## config.mk

```make
export PLATFORM = sky130hd
export DESIGN_NAME = sccb_arbiter
export DESIGN_NICKNAME = d
export VERILOG_FILES = /design/src/rtl/sccb_arb_pkg.sv /design/src/rtl/rr_priority_picker.sv /design/src/rtl/sccb_arbiter.sv
export SDC_FILE = /design/constraint.sdc
export NUM_CORES = 1
export LEC_CHECK = 0
export ABC_AREA = 1
export CORE_AREA = 2 2 83 85
export CTS_CLUSTER_DIAMETER = 60
export CTS_CLUSTER_SIZE = 8
export DETAILED_ROUTE_END_ITERATION = 8
export DIE_AREA = 0 0 85 87
export GPL_TIMING_DRIVEN = 0
export MAX_ROUTING_LAYER = met4
export PLACE_DENSITY = 0.76
export SYNTH_ARGS = -nofsm -noshare
export SYNTH_HDL_FRONTEND = slang
export SYNTH_SLANG_ARGS = --single-unit
```

## constraint.sdc

```tcl
create_clock -name clk -period 2.6 [get_ports clk]
set_clock_uncertainty 0.1 [all_clocks]
set_input_delay 0.26 -clock clk [delete_from_list [all_inputs] [get_ports clk]]
set_output_delay 0.26 -clock clk [all_outputs]
set_load 0.005 [all_outputs]
```

## src/rtl/sccb_arb_pkg.sv

```systemverilog
// -----------------------------------------------------------------------------
// sccb_arb_pkg
// Shared definitions for the SCCB write arbiter: FSM state encoding, the SCCB
// register address/data width and the default abort timeout in clock cycles.
// -----------------------------------------------------------------------------
package sccb_arb_pkg;

  typedef enum logic [1:0] {
    ST_IDLE  = 2'd0,
    ST_ISSUE = 2'd1,
    ST_WAIT  = 2'd2,
    ST_RESP  = 2'd3
  } arb_state_e;

  localparam int SCCB_DW              = 8;
  localparam int SCCB_TIMEOUT_DEFAULT = 65535;

endpackage

```

## src/rtl/rr_priority_picker.sv

```systemverilog
// -----------------------------------------------------------------------------
// rr_priority_picker
// Combinational round-robin selector. The scan starts at rr_ptr and wraps
// around modulo N. The first active request found is the winner.
// Ports:
//   req        in  [N-1:0]          active requests
//   rr_ptr     in  [clog2(N)-1:0]   highest-priority index this round
//   winner_oh  out [N-1:0]          one-hot winner (zero when req is zero)
//   winner_idx out [clog2(N)-1:0]   binary winner index
//   valid      out                  any request present
// -----------------------------------------------------------------------------
module rr_priority_picker
  import sccb_arb_pkg::*;
#(
  parameter int N = 4
) (
  input  logic [N-1:0]         req,
  input  logic [$clog2(N)-1:0] rr_ptr,
  output logic [N-1:0]         winner_oh,
  output logic [$clog2(N)-1:0] winner_idx,
  output logic                 valid
);

  localparam int IW = $clog2(N);

  // Scan from farthest to nearest offset so the nearest active request wins
  always_comb begin
    int unsigned pos;
    logic [IW-1:0] pos_idx;
    winner_oh  = '0;
    winner_idx = '0;
    valid      = 1'b0;
    for (int k = N - 1; k >= 0; k--) begin
      pos = 32'(rr_ptr) + 32'(k);
      if (pos >= 32'(N)) begin
        pos = pos - 32'(N);
      end else begin
        pos = pos;
      end
      pos_idx = IW'(pos);
      if (req[pos_idx]) begin
        winner_oh          = '0;
        winner_oh[pos_idx] = 1'b1;
        winner_idx         = pos_idx;
        valid              = 1'b1;
      end else begin
        valid = valid;
      end
    end
  end

endmodule

```

## src/rtl/sccb_arbiter.sv

```systemverilog
// -----------------------------------------------------------------------------
// sccb_arbiter
// Round-robin arbiter that shares one SCCB master among NUM_REQ register-write
// requesters. The FSM runs IDLE -> ISSUE -> WAIT -> RESP -> IDLE. The winner's
// address and data are latched when the grant is issued, so requesters may
// change or drop their inputs once they are granted.
// Optional feature: define SCCB_ARB_TIMEOUT_EN to abort a WAIT that lasts
// TIMEOUT_CYCLES cycles with an err pulse. When it is undefined, WAIT waits
// indefinitely and err stays 0.
// Ports:
//   clk, rst              clock; asynchronous active-high reset
//   req[NUM_REQ]          write requests, held until ack/err
//   req_addr/req_data     8 bits per requester, requester i at [8i+7:8i]
//   ack/err[NUM_REQ]      one-cycle completion / timeout pulse to the winner
//   grant[NUM_REQ]        one-hot owner of the SCCB master
//   busy                  FSM not in IDLE
//   sccb_start/addr/data  command to the SCCB master; sccb_done = its completion
// -----------------------------------------------------------------------------
module sccb_arbiter
  import sccb_arb_pkg::*;
#(
  parameter int NUM_REQ        = 4,
  parameter int TIMEOUT_CYCLES = SCCB_TIMEOUT_DEFAULT
) (
  input  logic                         clk,
  input  logic                         rst,
  input  logic [NUM_REQ-1:0]           req,
  input  logic [SCCB_DW*NUM_REQ-1:0]   req_addr,
  input  logic [SCCB_DW*NUM_REQ-1:0]   req_data,
  output logic [NUM_REQ-1:0]           ack,
  output logic [NUM_REQ-1:0]           err,
  output logic [NUM_REQ-1:0]           grant,
  output logic                         busy,
  output logic                         sccb_start,
  output logic [SCCB_DW-1:0]           sccb_addr,
  output logic [SCCB_DW-1:0]           sccb_data,
  input  logic                         sccb_done
);

  localparam int IW = $clog2(NUM_REQ);

  arb_state_e          state_q, state_d;
  logic [IW-1:0]       rr_ptr_q, rr_ptr_d;
  logic [IW-1:0]       win_q, win_d;
  logic [NUM_REQ-1:0]  grant_q, grant_d;
  logic [NUM_REQ-1:0]  ack_q, ack_d;
  logic [NUM_REQ-1:0]  err_q, err_d;
  logic                start_q, start_d;
  logic [SCCB_DW-1:0]  addr_q, addr_d;
  logic [SCCB_DW-1:0]  data_q, data_d;
  logic                busy_q, busy_d;

  logic [NUM_REQ-1:0]  pick_oh_s;
  logic [IW-1:0]       pick_idx_s;
  logic                pick_vld_s;
  logic                timeout_s;

  rr_priority_picker #(.N(NUM_REQ)) u_picker (
    .req        (req),
    .rr_ptr     (rr_ptr_q),
    .winner_oh  (pick_oh_s),
    .winner_idx (pick_idx_s),
    .valid      (pick_vld_s)
  );

`ifdef SCCB_ARB_TIMEOUT_EN
  localparam int TW = $clog2(TIMEOUT_CYCLES + 1);
  logic [TW-1:0] to_cnt_q, to_cnt_d;

  // Count WAIT cycles; the counter is zero in every other state
  always_comb begin
    if (state_q == ST_WAIT) begin
      to_cnt_d = to_cnt_q + TW'(1);
    end else begin
      to_cnt_d = '0;
    end
  end

  // Timeout counter register
  always_ff @(posedge clk or posedge rst) begin
    if (rst) begin
      to_cnt_q <= '0;
    end else begin
      to_cnt_q <= to_cnt_d;
    end
  end

  // Fires in the TIMEOUT_CYCLES-th WAIT cycle
  assign timeout_s = (state_q == ST_WAIT) && (to_cnt_q == TW'(TIMEOUT_CYCLES - 1));
`else
  assign timeout_s = 1'b0;
`endif

  // Next-state and output logic of the arbitration FSM
  always_comb begin
    state_d  = state_q;
    rr_ptr_d = rr_ptr_q;
    win_d    = win_q;
    grant_d  = grant_q;
    ack_d    = '0;
    err_d    = '0;
    start_d  = 1'b0;
    addr_d   = addr_q;
    data_d   = data_q;
    case (state_q)
      ST_IDLE: begin
        if (pick_vld_s) begin
          win_d   = pick_idx_s;
          grant_d = pick_oh_s;
          for (int i = 0; i < NUM_REQ; i++) begin
            if (pick_oh_s[i]) begin
              addr_d = req_addr[SCCB_DW*i +: SCCB_DW];
              data_d = req_data[SCCB_DW*i +: SCCB_DW];
            end else begin
              addr_d = addr_d;
            end
          end
          state_d = ST_ISSUE;
        end else begin
          grant_d = '0;
        end
      end
      // sccb_start is registered, so its pulse lands in the first WAIT cycle
      ST_ISSUE: begin
        start_d = 1'b1;
        state_d = ST_WAIT;
      end
      // A done in the timeout cycle takes precedence over the abort
      ST_WAIT: begin
        if (sccb_done) begin
          ack_d   = grant_q;
          state_d = ST_RESP;
        end else if (timeout_s) begin
          err_d   = grant_q;
          state_d = ST_RESP;
        end else begin
          state_d = ST_WAIT;
        end
      end
      ST_RESP: begin
        grant_d  = '0;
        rr_ptr_d = (win_q == IW'(NUM_REQ - 1)) ? '0 : win_q + IW'(1);
        state_d  = ST_IDLE;
      end
      default: begin
        grant_d = '0;
        state_d = ST_IDLE;
      end
    endcase
    busy_d = (state_d != ST_IDLE);
  end

  // FSM state and registered outputs
  always_ff @(posedge clk or posedge rst) begin
    if (rst) begin
      state_q  <= ST_IDLE;
      rr_ptr_q <= '0;
      win_q    <= '0;
      grant_q  <= '0;
      ack_q    <= '0;
      err_q    <= '0;
      start_q  <= 1'b0;
      addr_q   <= '0;
      data_q   <= '0;
      busy_q   <= 1'b0;
    end else begin
      state_q  <= state_d;
      rr_ptr_q <= rr_ptr_d;
      win_q    <= win_d;
      grant_q  <= grant_d;
      ack_q    <= ack_d;
      err_q    <= err_d;
      start_q  <= start_d;
      addr_q   <= addr_d;
      data_q   <= data_d;
      busy_q   <= busy_d;
    end
  end

  assign ack        = ack_q;
  assign err        = err_q;
  assign grant      = grant_q;
  assign busy       = busy_q;
  assign sccb_start = start_q;
  assign sccb_addr  = addr_q;
  assign sccb_data  = data_q;

endmodule
```

==> out/summary.md <==
* **DP Cell Count** 559
* **Highest Signal Layer** met4
* **area of the core** 6570 um^2
* **Syn. warnings** 0
* **multiplexer fraction of the synthesized cell area** 0%
* **cell type with the largest total area after synthesis** sky130_fd_sc_hd__dfrtp_1
* **area of the mapped netlist** 2550 um^2
* **number of placement rows** 30
* **minimum clock period after layout** 2.46 ns
* **Peak Freq** 406 MHz
* **Met3 Routed Length** 305 um
* **number of global-route vias before repair** 2517
* **wire per inst** 12.1 um
* **Post-Layout Cell Count** 571
* **maximum number of pins on one net before global-route repair** 33
* **maximum level of the CTS H-tree** 2
* **overall routing resource usage** 19.7%
* **post-synthesis sequential area ratio** 31.4%
* **most used standard cell by instance count after synthesis** sky130_fd_sc_hd__nand2_1
* **number of top-level pins** 101
* **slew at the pin with the worst max-slew slack** 1.16 ns
* **sum of routed wire segments on met1** 3170 um
* **mean number of vias per cell** 4.67
* **async set-or-reset flop fraction in the synthesized netlist** 100%
* **peak supply drop** 553 uV
* **die footprint** 7400 um^2
* **clock tree root buffer cell** sky130_fd_sc_hd__clkbuf_8
* **met2 WL post-DR** 3270 um
* **number of clock sinks seen by CTS** 32
* **static leakage power** 1.99 nW
* **vias** 2664
* **xor and xnor fraction of the mapped netlist area** 0%
* **I/O Buffers** 96
* **clock latency of the later-clocked register in the worst-skew pair** 0.28 ns
* **remaining number of nets flagged by the antenna check after routing** 0
* **global placer's final weighted congestion** 0.834
* **outcome** finished clean
* **commonest cells in the netlist** 103 x sky130_fd_sc_hd__nand2_1, 75 x sky130_fd_sc_hd__nand3_1, 69 x sky130_fd_sc_hd__inv_1
* **hold-fix buffers at CTS** 0
* **total iterations of the first detailed-routing run** 4
* **final layout net count** 573
* **EDFF count, synth** 0
* **first-pass GRT wire length** 11300 um
* **compound-cell area share of the yosys netlist** 4.67%
* **Die Span X** 85 um
* **Syn Inst Count** 380
* **initial standard-cell utilization of the core** 38.8%
* **kind of end point of the critical path** flop
* **main combinational cell family by area after synthesis** simple AND/OR/NAND/NOR gates
* **growth of design area from synthesis to finish** 48.9%
* **worst hold-check path type** flop to flop
* **count of maximum capacitance violations** 0
* **final hold viol count** 0
* **number of DRC violations after detailed routing** 0
* **antenna violations before repair** 0
* **Die Y** 87 um
* **Avg Synthesized Cell Area** 6.70 um^2
* **top_reg_cell synth** sky130_fd_sc_hd__dfrtp_1
* **share of post-route cells with drive strength above 1** 14.7%
* **final critical-path share of the clock period** 94.7%
* **worst rel slew slack** 22.8%
* **cell types with the largest area share after synthesis** sky130_fd_sc_hd__dfrtp_1 31%, sky130_fd_sc_hd__nand2_1 15%, sky130_fd_sc_hd__nand3_1 15%
* **Required @ worst endpoint** 2.67 ns
* **kind of critical path** flop to flop
* **#FFs+latches synth** 32
* **DPL Wire Length** 5550 um
* **Iter 0 DRT Violations** 133
* **simple-gate share of the synthesized area** 42.9%
* **GR Overflow Total** 0
* **total count of max-transition violations in the final report** 0
* **Setup TNS** 0 ns
* **clock-pin slew on the worst setup and hold paths** 0.06 ns
* **Synth Area in Adders** 5.89%
* **Yosys cell types** 30
* **critical path startpoint category** flop
* **fraction of synthesized cell area taken by the top area cell type** 31.4%
* **data arrival at the endpoint of the critical path** 2.54 ns
* **Worst Path Max Fanout** 10
* **CTS tree** done
* **final setup violation count** 0
* **total inserted antenna cells** 0
* **detailed-route wire length** 6890 um
* **Pwr per Cell Area** 1340 nW/um^2
* **maximum buffer depth of the clock tree** 2
* **clock buffer count from CTS** 5
[report_power, final]
group          internal, mW  switching (mW)
sequential            0.740           0.137
combinational          1.60            2.22
clock                 0.215           0.171
total                  2.56            2.53
[sequential cells by signal, indices dropped and copies added (netlist names)]
signal / count
sccb_data: 8
state_q: 2
sccb_start: 1
win_q: 2
grant: 4
ack: 4
rr_ptr_q: 2
sccb_addr: 8
busy: 1
[layer usage]
| metal | up-vias | GRT usage, % |
|---|---|---|
| li1 | 1387 | - |
| met1 | 1193 | 25.1 |
| met2 | 76 | 31.8 |
| met3 | 8 | 2.94 |
| met4 | 0 | 7.36 |
| met5 | - | - |
[metrics by stage]
step / worst slack, ns / instance area, um^2 / power (mW) / hold WS (ns) / utilization (%)
finish: 0.137 / 3790 / 5.09 / 0.386 / 57.7
global route: -0.0213 / 3790 / 5.67 / 0.411 / 57.7
CTS: 0.0411 / 3730 / 4.92 / 0.391 / 56.8
detailed placement: -0.246 / 3620 / 4.47 / 0.373 / 55.1
global placement: -0.175 / 3620 / 4.36 / 0.364 / 55.1
floorplan: 0.152 / 2560 / 3.41 / 0.276 / -
[critical path, cell delays in order (launching register included)]
cell and delay, ns:
sky130_fd_sc_hd__dfrtp_2 0.42, sky130_fd_sc_hd__inv_4 0.12, sky130_fd_sc_hd__ha_1 0.28, sky130_fd_sc_hd__inv_1 0.11, sky130_fd_sc_hd__nand3_2 0.09, sky130_fd_sc_hd__nand2_2 0.08, sky130_fd_sc_hd__buf_6 0.14, sky130_fd_sc_hd__nor2_1 0.05
sky130_fd_sc_hd__nand2_1 0.10, sky130_fd_sc_hd__nand3_4 0.15, sky130_fd_sc_hd__nand2_8 0.13, sky130_fd_sc_hd__nand2_4 0.07, sky130_fd_sc_hd__nor2_2 0.15, sky130_fd_sc_hd__nor2_4 0.07, sky130_fd_sc_hd__buf_6 0.14, sky130_fd_sc_hd__nand3_1 0.09
sky130_fd_sc_hd__nand2_1 0.06
[final cells by class]
class / count / area, um^2
timing repair buffer: 100 / 991
fill: 609 / 2780
clock buffer: 8 / 90.1
tap: 80 / 100
multi-input combinational: 262 / 1410
buffer: 17 / 126
sequential: 32 / 803
inverter: 72 / 275
[timing repair]
action | 4_1_cts | 5_1_grt
gates cloned | 0 | 0
buffers inserted | 1 | 3
pin swaps | 0 | 1
gates resized for setup | 8 | 17
endpoints found under the setup margin | 16 | 16
[cells by family (layout without fill, tap and decap cells)]
kind of cell | count (synthesis) | after routing
flops | 32 | 32
simple gates | 227 | 227
other cells | 1 | 4
fa+ha+maj | 12 | 12
buf+inv | 89 | 197
compound gates | 19 | 19
[worst paths after layout]
check	start	end	slack [ns]	cells past startpoint
min in group asynchronous	rst	sccb_data[3]	0.49	2
worst max register to register	rr_ptr_q[0]	sccb_data[0]	0.14	16
worst min-delay path	sccb_addr[7]	sccb_addr[7]	0.39	2
worst min register to register	sccb_addr[7]	sccb_addr[7]	0.39	2
max in group asynchronous	rst	rr_ptr_q[1]	1.14	2
worst max-delay path	rr_ptr_q[0]	sccb_data[0]	0.14	16
[placed cells by master, fill, tap and decap left out, drive strengths merged]
cell type	instances
o211ai	2
dfrtp	32
nand4	1
ha	12
nand3	80
o22ai	4
o21ai	4
conb	4
inv	72
or2	19
buf	15
a21oi	7
nor2	15
clkbuf	14
nand2	112
a31oi	2
clkdlybuf4s50	96
(Power assumes the default switching activity.)
